### config.mk
export PLATFORM = sky130hd
export DESIGN_NAME = cpu
export DESIGN_NICKNAME = d
export VERILOG_FILES = /design/src/rtl/cpu.sv
export SDC_FILE = /design/constraint.sdc
export NUM_CORES = 1
export LEC_CHECK = 0
export CORE_AREA = 2 2 39 41
export CTS_CLUSTER_DIAMETER = 50
export DETAILED_ROUTE_END_ITERATION = 10
export DIE_AREA = 0 0 41 43
export MAX_ROUTING_LAYER = met4
export PLACE_DENSITY = 0.55
export SETUP_SLACK_MARGIN = 0.05
export SYNTH_ARGS = -nofsm -noshare
export SYNTH_HDL_FRONTEND = slang
export SYNTH_SLANG_ARGS = --single-unit
### constraint.sdc
create_clock -name clk -period 2.3 [get_ports clk]
set_clock_uncertainty 0.1 [all_clocks]
set_input_delay 0.46 -clock clk [delete_from_list [all_inputs] [get_ports clk]]
set_output_delay 0.46 -clock clk [all_outputs]
set_load 0.1 [all_outputs]
### src/rtl/cpu.sv
// FHE ciphertext execution core: q-basis polynomial register file plus a lane-parallel modular add.
// Optional CT-PT add is enabled by defining CPU_CT_PT_ADD_EN; the FSM state is readable as state_q.
package cpu_pkg;
   localparam int N_LANES = 8;
   localparam int COEF_W  = 32;
   localparam logic [1:0] OP_NOP       = 2'd0;
   localparam logic [1:0] OP_CT_CT_ADD = 2'd1;
   localparam logic [1:0] OP_CT_PT_ADD = 2'd2;
   typedef logic [N_LANES-1:0][COEF_W-1:0] q_BASIS_poly;
   typedef struct packed {
      logic [1:0] mode;
      logic [4:0] idx1_a;
      logic [4:0] idx1_b;
      logic [4:0] idx2_a;
      logic [4:0] idx2_b;
      logic [4:0] out_a;
      logic [4:0] out_b;
   } operation;
endpackage

module cpu_rf_q
   import cpu_pkg::*;
#(
   parameter int NUM_REGS = 16,
   parameter int IW       = 5
) (
   input  logic              clk,
   input  logic              reset,
   input  logic [IW-1:0]     rd_idx_i [4],
   output q_BASIS_poly       rd_data_o [4],
   input  logic              wa_en_i,
   input  logic [IW-1:0]     wa_idx_i,
   input  q_BASIS_poly       wa_data_i,
   input  logic              wb_en_i,
   input  logic [IW-1:0]     wb_idx_i,
   input  q_BASIS_poly       wb_data_i
);
   localparam int AW = $clog2(NUM_REGS);

   q_BASIS_poly mem [0:NUM_REGS-1];

   always_comb begin
      for (int r = 0; r < 4; r++) begin
         rd_data_o[r] = '0;
         if (32'(rd_idx_i[r]) < NUM_REGS) rd_data_o[r] = mem[rd_idx_i[r][AW-1:0]];
      end
   end

   // Port B is written after port A so it wins when both target one register.
   always_ff @(posedge clk or negedge reset) begin
      if (!reset) begin
         for (int r = 0; r < NUM_REGS; r++) mem[r] <= '0;
      end else begin
         if (wa_en_i && (32'(wa_idx_i) < NUM_REGS)) mem[wa_idx_i[AW-1:0]] <= wa_data_i;
         if (wb_en_i && (32'(wb_idx_i) < NUM_REGS)) mem[wb_idx_i[AW-1:0]] <= wb_data_i;
      end
   end
endmodule

module cpu
   import cpu_pkg::*;
#(
   parameter int              NUM_REGS = 16,
   parameter int              N        = 8,
   parameter int              W        = 32,
   parameter logic [W-1:0]    Q        = 32'hFFFF_FFFB,
   parameter int unsigned     DELTA    = 16
) (
   input  logic     clk,
   input  logic     reset,
   input  operation op,
   output logic     done_out
);
   typedef enum logic [2:0] {S_IDLE, S_READ, S_EXEC, S_WB, S_DONE} state_e;

   state_e      state_q, state_d;
   operation    op_q, op_d;
   q_BASIS_poly a1_q, b1_q, a2_q, b2_q;
   q_BASIS_poly a1_d, b1_d, a2_d, b2_d;
   q_BASIS_poly res_a_q, res_b_q, res_a_d, res_b_d;
   logic        done_q, done_d;
   logic        mode_legal, wr_en;
   logic [4:0]  rd_idx [4];
   q_BASIS_poly rd_data [4];

   function automatic logic [W-1:0] add_mod(input logic [W-1:0] a, input logic [W-1:0] b);
      logic [W:0] s;
      s = {1'b0, a} + {1'b0, b};
      if (s >= {1'b0, Q}) s = s - {1'b0, Q};
      return s[W-1:0];
   endfunction

   function automatic logic [W-1:0] mul_delta_mod(input logic [W-1:0] a);
      logic [2*W-1:0] p;
      p = {{W{1'b0}}, a} * (2*W)'(DELTA);
      p = p % {{W{1'b0}}, Q};
      return p[W-1:0];
   endfunction

   cpu_rf_q #(.NUM_REGS(NUM_REGS), .IW(5)) u_rf_q (
      .clk       (clk),
      .reset     (reset),
      .rd_idx_i  (rd_idx),
      .rd_data_o (rd_data),
      .wa_en_i   (wr_en),
      .wa_idx_i  (op_q.out_a),
      .wa_data_i (res_a_q),
      .wb_en_i   (wr_en),
      .wb_idx_i  (op_q.out_b),
      .wb_data_i (res_b_q)
   );

   always_comb begin
      rd_idx[0] = op_q.idx1_a;
      rd_idx[1] = op_q.idx1_b;
      rd_idx[2] = op_q.idx2_a;
      rd_idx[3] = op_q.idx2_b;
   end

   always_ff @(posedge clk or negedge reset) begin
      if (!reset) state_q <= S_IDLE;
      else        state_q <= state_d;
   end

   always_comb begin
      state_d = state_q;
      case (state_q)
         S_IDLE:  if (op.mode != OP_NOP) state_d = S_READ;
         S_READ:  state_d = S_EXEC;
         S_EXEC:  state_d = S_WB;
         S_WB:    state_d = S_DONE;
         S_DONE:  if (op.mode == OP_NOP) state_d = S_IDLE;
         default: state_d = S_IDLE;
      endcase
   end

   always_comb begin
      mode_legal = (op_q.mode == OP_CT_CT_ADD);
`ifdef CPU_CT_PT_ADD_EN
      mode_legal = mode_legal || (op_q.mode == OP_CT_PT_ADD);
`endif
      wr_en  = (state_q == S_WB) && mode_legal;
      // A held request parks in DONE with done high; it is never replayed.
      done_d = (state_q == S_DONE) && (op.mode != OP_NOP);
   end

   always_comb begin
      op_d    = op_q;
      a1_d    = a1_q;
      b1_d    = b1_q;
      a2_d    = a2_q;
      b2_d    = b2_q;
      res_a_d = res_a_q;
      res_b_d = res_b_q;
      if (state_q == S_IDLE && op.mode != OP_NOP) op_d = op;
      if (state_q == S_READ) begin
         a1_d = rd_data[0];
         b1_d = rd_data[1];
         a2_d = rd_data[2];
         b2_d = rd_data[3];
      end
      if (state_q == S_EXEC) begin
         for (int i = 0; i < N; i++) begin
            res_a_d[i] = add_mod(a1_q[i], a2_q[i]);
            res_b_d[i] = add_mod(b1_q[i], b2_q[i]);
`ifdef CPU_CT_PT_ADD_EN
            if (op_q.mode == OP_CT_PT_ADD) begin
               res_a_d[i] = a1_q[i];
               res_b_d[i] = add_mod(b1_q[i], mul_delta_mod(a2_q[i]));
            end
`endif
         end
      end
   end

   always_ff @(posedge clk or negedge reset) begin
      if (!reset) begin
         op_q    <= '0;
         a1_q    <= '0;
         b1_q    <= '0;
         a2_q    <= '0;
         b2_q    <= '0;
         res_a_q <= '0;
         res_b_q <= '0;
         done_q  <= 1'b0;
      end else begin
         op_q    <= op_d;
         a1_q    <= a1_d;
         b1_q    <= b1_d;
         a2_q    <= a2_d;
         b2_q    <= b2_d;
         res_a_q <= res_a_d;
         res_b_q <= res_b_d;
         done_q  <= done_d;
      end
   end

   assign done_out = done_q;
endmodule

Yosys cells after proc, flatten, opt, wreduce, memory -nomap -nowiden
Cells that the tools add are included.
Widths: inputs -> output; s select.

storage, ports and cells
  register bits after elaboration = 4
  bits in latches = 0
  memory bits (writable) = 0
  ROM bits = 0
  input bits = 34
  output and inout port bits = 1
  word-level logic and storage cells = 16
  memories = 0

operators by class
  add/sub/neg operators = 0
  multiply operators = 0
  div/mod/pow operators = 0
  magnitude comparators = 0
  equality and inequality tests = 6
  shift operators = 0
  mux-type cells = 3
  bitwise logic cells = 0
  reductions and logical operators = 5

operators by type and width
  kind                count
  $pmux 3 s5          1
  $eq 3x2->1 const B  2
  $mux 3              2
  $ne 2x2->1 const B  2
  $eq 3x1->1 const B  1
  $eq 3x3->1 const B  1
  $logic_not 3->1     1
  $logic_not 2->1     1
  $reduce_and 2->1    1
  $reduce_bool 2->1   1
  $logic_and 1x1->1   1

Depth between registers and ports, before layout
  depth after elaboration = 3
  depth in mapped cells = 2
  gate-level depth less buffers = 2

Worst setup path before layout
OpenSTA, ideal clock, no wires.

  path kind = flip-flop to output port
  start point = register done_q, in the netlist done_out
  end point = output done_out
  arrival = 0.883 ns
  required time = 1.740 ns
  path slack = 0.857 ns
  stages on the path, launching flop included = 1
  buffers on the path = 0
  cell sequence = dfrtp_1

RTL lines
  element                 RTL line  source
  start, declared         81        logic done_q, done_d;
  start signal, assigned  194       done_q <= done_d;
  end, declared           72        output logic done_out

No word-level cell between the ends.

Final worst setup path
  start point = register done_q, in the netlist done_out
  end point = output done_out

No word-level cell between the ends.

==> flow_summary.toml <==
[cts]
cts_num_sinks = 4
cts_resized = 0
holdBufCountCts = 0
cts_tree = "done"
cts_root_buf = "clkbuf_4"
cts_setup_buffers = 0
clk_latency_ns = 0.24
h-tree-depth = 1
cts_buffers = 3
path_clk_slew_ns = 0.04
cts.path.max_buffers = 2

[sta]
hold_viol_final = 0
fin_crit_sh_pct = 61.0
finalSetupTns_ns = 0
final-max-slew-violation-count = 0
whs_ns = 0.326
fmax_mhz = 713
fin_crit_ns = 1.40
rsz0062_at_grt = "no"
max_slew_margin_pct = 81.4
tightest_slew_ns = 0.281
worst_slack_ns = 0.898
finalSetupViolations = 0

[global_routing]
grt_max_degree = 6
grt.overflow.total = 0
antenna_found_initial = 0
grt_use_total_pct = 6.51
grt_pass1_wl_um = 586
grt_pass1_vias = 158

[finish]
drive_gt1_share_pct = 21.1
n_antenna_cell = 0
synthToLayoutAreaGrowth_pct = 54.2
layoutNonFillerInstCount = 35
finalNetCount = 55
multiInputGateArea_sq_um = 47.5
fin_util_pct = 16.5
fin_area_sq_um = 228
nFillCells = 153
seqCellArea_sq_um = 100

[logic_synthesis]
synth-edff-count = 0
syn_area_per_cell_sq_um = 12.3
synth.area.top_cells = "dfrtp_1 68%, nor3_1 10%, xnor2_1 5.9%, nand3b_1 5.1%, o31ai_1 5.1%"
yosysMostFrequentCell = "dfrtp_1"
synth_largest_area_cell = "dfrtp_1"
synth_cell_types = 7
ys_top_cells_by_count = "4 x dfrtp_1, 3 x nor3_1"
yosys.area.top_type_share_pct = 67.8
synth_warnings = 0
synth_seq_cells = 4
synth_cells = 12
yosysSeqAreaShare_pct = 67.8
async_flop_share_pct = 100
syn_nets = 46
synth_flop_cell = "dfrtp_1"
netlist_area_sq_um = 148

[power]
max-vdd-ir-drop_mv = 0.311
p_leak_nw = 0.0937
power.density_nw_per_um2 = 1340
p_total_mw = 0.305

[route]
routedWlPerCell_um = 9.94
first_pass_iters = 1
wirelength_um = 348
drcViolationCount = 0
vias = 129
vias_per_cell = 3.69
ant_nets = 0
drtIter0Drc = 0

[floorplan]
die_y_um = 43
die-area_sq_um = 1760
io_pins = 35
die_w_um = 41
rows = 14
coreArea_sq_um = 1380
initial_core_util_pct = 10.7

[worst_setup_path]
cp-start-kind = "register"
crit_path_max_fanout = 1
r2r_end = "state_q[0]"
slowest_stage = "dfrtp_1"
r2r_slack_ns = 1.37
cp.buffers_inverters = 1
max_stage_delay_ns = 0.32
rr_startpoint = "state_q[1]"
critical_path_class = "reg -> out"
cp.arrival_ns = 0.84
r2r_cells = 2
crit_path_cell_trace = "buf_4"
cp.required_ns = 1.74
crit_family = "flip-flops"
worst_setup_path_end_kind = "output pin"

[place]
place_ws_ns = 0.864
port_buffers = 4
routabilityCongestion = 0.555
postPlaceCellArea_sq_um = 205
dp_cells = 32

[hold_path]
hp-class = "in -> async"

[status]
outcome = "finished, final reports clean"

[run]
drv_cap = 0
-- report_power, final --
group	switching (mW)	internal (mW)	leakage, nW
sequential	0.0326	0.0985	0.0513
clock	0.0294	0.0584	0.0138
combinational	0.0505	0.0358	0.0286
-- cells in the final DEF (no fill, tap or decap) --
cell,count
o21ai_1,1
nor2_1,1
o31ai_1,1
nand3b_1,1
dfrtp_1,4
nor3_1,3
buf_4,1
clkbuf_4,3
xnor2_1,1
clkdlybuf4s50_1,3
-- area by class of cell --
| type | count | area share, % |
|---|---|---|
| multi-input cells | 8 | 20.9 |
| repair buffers | 4 | 16.5 |
| flip-flops and latches | 4 | 44.0 |
| clock buffers | 3 | 9.89 |
| well taps | 16 | 8.79 |
-- how the worst max path moves through the flow --
stage	from	endpoint	slack, ns	cells after the start
after floorplan	done_out	done_out	0.86	0
after global placement	op[31]	state_q[2]	0.90	3
after detailed placement	op[30]	state_q[2]	0.86	3
after CTS	done_out	done_out	0.89	1
after global routing	done_out	done_out	0.87	1
final	done_out	done_out	0.90	1
-- kinds of logic after synthesis --
family          Yosys count  synth area share (%)
simple gates              5                  17.8
flops                     4                  67.8
compound gates            2                  8.47
xor+xnor                  1                  5.93
-- flip-flops by register name (all words and copies together), names as in the netlist --
| register | flops |
|---|---|
| done_out | 1 |
| state_q | 3 |
-- routing by layer --
layer | track usage, % | wire length [um] | vias up
li1 | - | - | 58
met1 | 4.58 | 120 | 60
met2 | 7.81 | 173 | 7
met3 | 3.14 | 17 | 4
met4 | 12.0 | 37 | 0
met5 | - | 0 | -
Power figures use the tool's default switching activity.
==> edit: new RTL, same settings <==
Register the input `op` before use, without a reset. The logic sees it one clock later.
--- a/src/rtl/cpu.sv
+++ b/src/rtl/cpu.sv
@@ -73,6 +73,12 @@
 );
    typedef enum logic [2:0] {S_IDLE, S_READ, S_EXEC, S_WB, S_DONE} state_e;
 
+   operation op_r;
+
+   always_ff @(posedge clk) begin
+      op_r <= op;
+   end
+
    state_e      state_q, state_d;
    operation    op_q, op_d;
    q_BASIS_poly a1_q, b1_q, a2_q, b2_q;
@@ -125,11 +131,11 @@
    always_comb begin
       state_d = state_q;
       case (state_q)
-         S_IDLE:  if (op.mode != OP_NOP) state_d = S_READ;
+         S_IDLE:  if (op_r.mode != OP_NOP) state_d = S_READ;
          S_READ:  state_d = S_EXEC;
          S_EXEC:  state_d = S_WB;
          S_WB:    state_d = S_DONE;
-         S_DONE:  if (op.mode == OP_NOP) state_d = S_IDLE;
+         S_DONE:  if (op_r.mode == OP_NOP) state_d = S_IDLE;
          default: state_d = S_IDLE;
       endcase
    end
@@ -141,7 +147,7 @@
 `endif
       wr_en  = (state_q == S_WB) && mode_legal;
       // A held request parks in DONE with done high; it is never replayed.
-      done_d = (state_q == S_DONE) && (op.mode != OP_NOP);
+      done_d = (state_q == S_DONE) && (op_r.mode != OP_NOP);
    end
 
    always_comb begin
@@ -152,7 +158,7 @@
       b2_d    = b2_q;
       res_a_d = res_a_q;
       res_b_d = res_b_q;
-      if (state_q == S_IDLE && op.mode != OP_NOP) op_d = op;
+      if (state_q == S_IDLE && op_r.mode != OP_NOP) op_d = op_r;
       if (state_q == S_READ) begin
          a1_d = rd_data[0];
          b1_d = rd_data[1];
Check against the original RTL: not equivalent (Yosys sat finds a counterexample within 10 cycles, from zero or initial values and one cycle with reset low).
==> edit against the unedited design <==
Total power rose by 20%; area after synthesis rose by 27%; sequential cell count rose by 2; wire length rose by 18%; setup slack got worse by 0.0057 ns; sequential power rose by 31%; critical path depth did not move; final area rose by 19%.
==> edit: results (changes against the unedited design) <==
{
  "first_iter_violations": {"value": 1, "change": "was 0"},
  "static-leakage-power": {"value": 0.1117, "unit": "nW", "change": "was 0.09370 nW"},
  "synth_nets": {"value": 48, "change": "was 46"},
  "dr.pass1.iters": {"value": 4, "change": "was 1"},
  "final_layout_size_suffix_gt1_share": {"value": 18.18, "unit": "%", "change": "was 21.05%"},
  "timing.final.crit_share": {"value": 61.22, "unit": "%", "change": "was 60.98%"},
  "path_class": {"value": "reg2out", "change": "unchanged"},
  "post_cts_resized": {"value": 0, "change": "unchanged"},
  "fillers": {"value": 148, "change": "was 153"},
  "synthTopCellsByArea": {"value": "dfrtp_1 53%, dfxtp_1 21%, nor3_1 8.0%", "change": "was dfrtp_1 68%, nor3_1 10%, xnor2_1 5.9%"},
  "worst-slew-pin-transition": {"value": 0.2707, "unit": "ns", "change": "was 0.2813 ns"},
  "number_of_antenna_violations_at_the_first_check_in_global_routing": {"value": 0, "change": "unchanged"},
  "gp_congestion": {"value": 0.5912, "change": "was 0.5545"},
  "setup_slack_of_the_worst_register_to_register_path": {"value": 1.25, "unit": "ns", "change": "was 1.37 ns"},
  "register_to_register_path_depth": {"value": 2, "change": "unchanged"},
  "synthArstFlopShare": {"value": 66.67, "unit": "%", "change": "was 100.0%"},
  "synth.yosys.seq_area_share": {"value": 74.67, "unit": "%", "change": "was 67.80%"},
  "launching_element_of_the_worst_setup_path": {"value": "done_out", "change": "unchanged"},
  "vdd_ir_drop_max": {"value": 0.0002933, "unit": "V", "change": "was 0.0003112 V"},
  "track_usage": {"value": 6.425, "unit": "%", "change": "was 6.515%"},
  "first_global_vias": {"value": 146, "change": "was 158"},
  "status": {"value": "completed", "change": "unchanged"},
  "port_buf_inserts": {"value": 4, "change": "unchanged"},
  "route.detailed.wl_per_inst": {"value": 10.84, "unit": "um", "change": "was 9.943 um"},
  "viasPerCell": {"value": 3.868, "change": "was 3.686"},
  "finish.net_count": {"value": 57, "change": "was 55"},
  "number_of_distinct_library_cells_after_synthesis": {"value": 8, "change": "was 7"}
}
==> edit: cell count changes after synthesis <==
cell / delta
dfxtp_1: +2
==> edit: cell families (layout without fill, tap and decap cells) <==
| logic type | count (synthesis) | after routing | synth area share [%] |
|---|---|---|---|
| buffers and inverters | 0 | 8 | 0 |
| AOI/OAI and AO/OA | 2 | 2 | 6.666 |
| DFF | 6 | 6 | 74.67 |
| xor gates and xnor gates | 1 | 1 | 4.668 |
| and+or+nand+nor | 5 | 5 | 14.00 |
==> edit: how the worst min path moves through the flow <==
stage	end	cells after the start
6_report	done_out	1
3_3_place_gp	state_q[1]	1
2_1_floorplan	done_out	0
3_5_place_dp	state_q[1]	1
4_1_cts	state_q[1]	1
5_1_grt	state_q[1]	1
==> edit: layer usage <==
metal,up-vias,part of all wire (%),track usage (%)
met2,10,45,7.500
met5,-,0,-
met1,68,41,5.263
li1,65,-,-
met3,4,9.7,6.283
met4,0,4.4,6.667
==> edit: stage by stage <==
step	hold WS (ns)	instances	util [%]	instance area (sq um)
final	0.3051	38	19.62	271.5
after detailed placement	0.3756	34	17.72	245.2
after global routing	0.3215	38	19.62	271.5
after floorplan	0.06441	14	-	187.7
after global placement	0.3441	34	17.72	245.2
after CTS	0.2968	38	19.62	271.5
==> edit: where the power goes <==
group	switching, W	internal, W
registers	0.0000370	0.000135
clock network	0.0000386	0.0000657
logic	0.0000532	0.0000357
==> edit: area by class of cell <==
| class | count | area [sq um] | share of cell area [%] |
|---|---|---|---|
| clock buffer | 4 | 26.28 | 9.677 |
| timing repair buffer | 4 | 37.54 | 13.82 |
| tap | 16 | 20.02 | 7.373 |
| multi-input combinational | 8 | 47.55 | 17.51 |
| sequential | 6 | 140.1 | 51.61 |
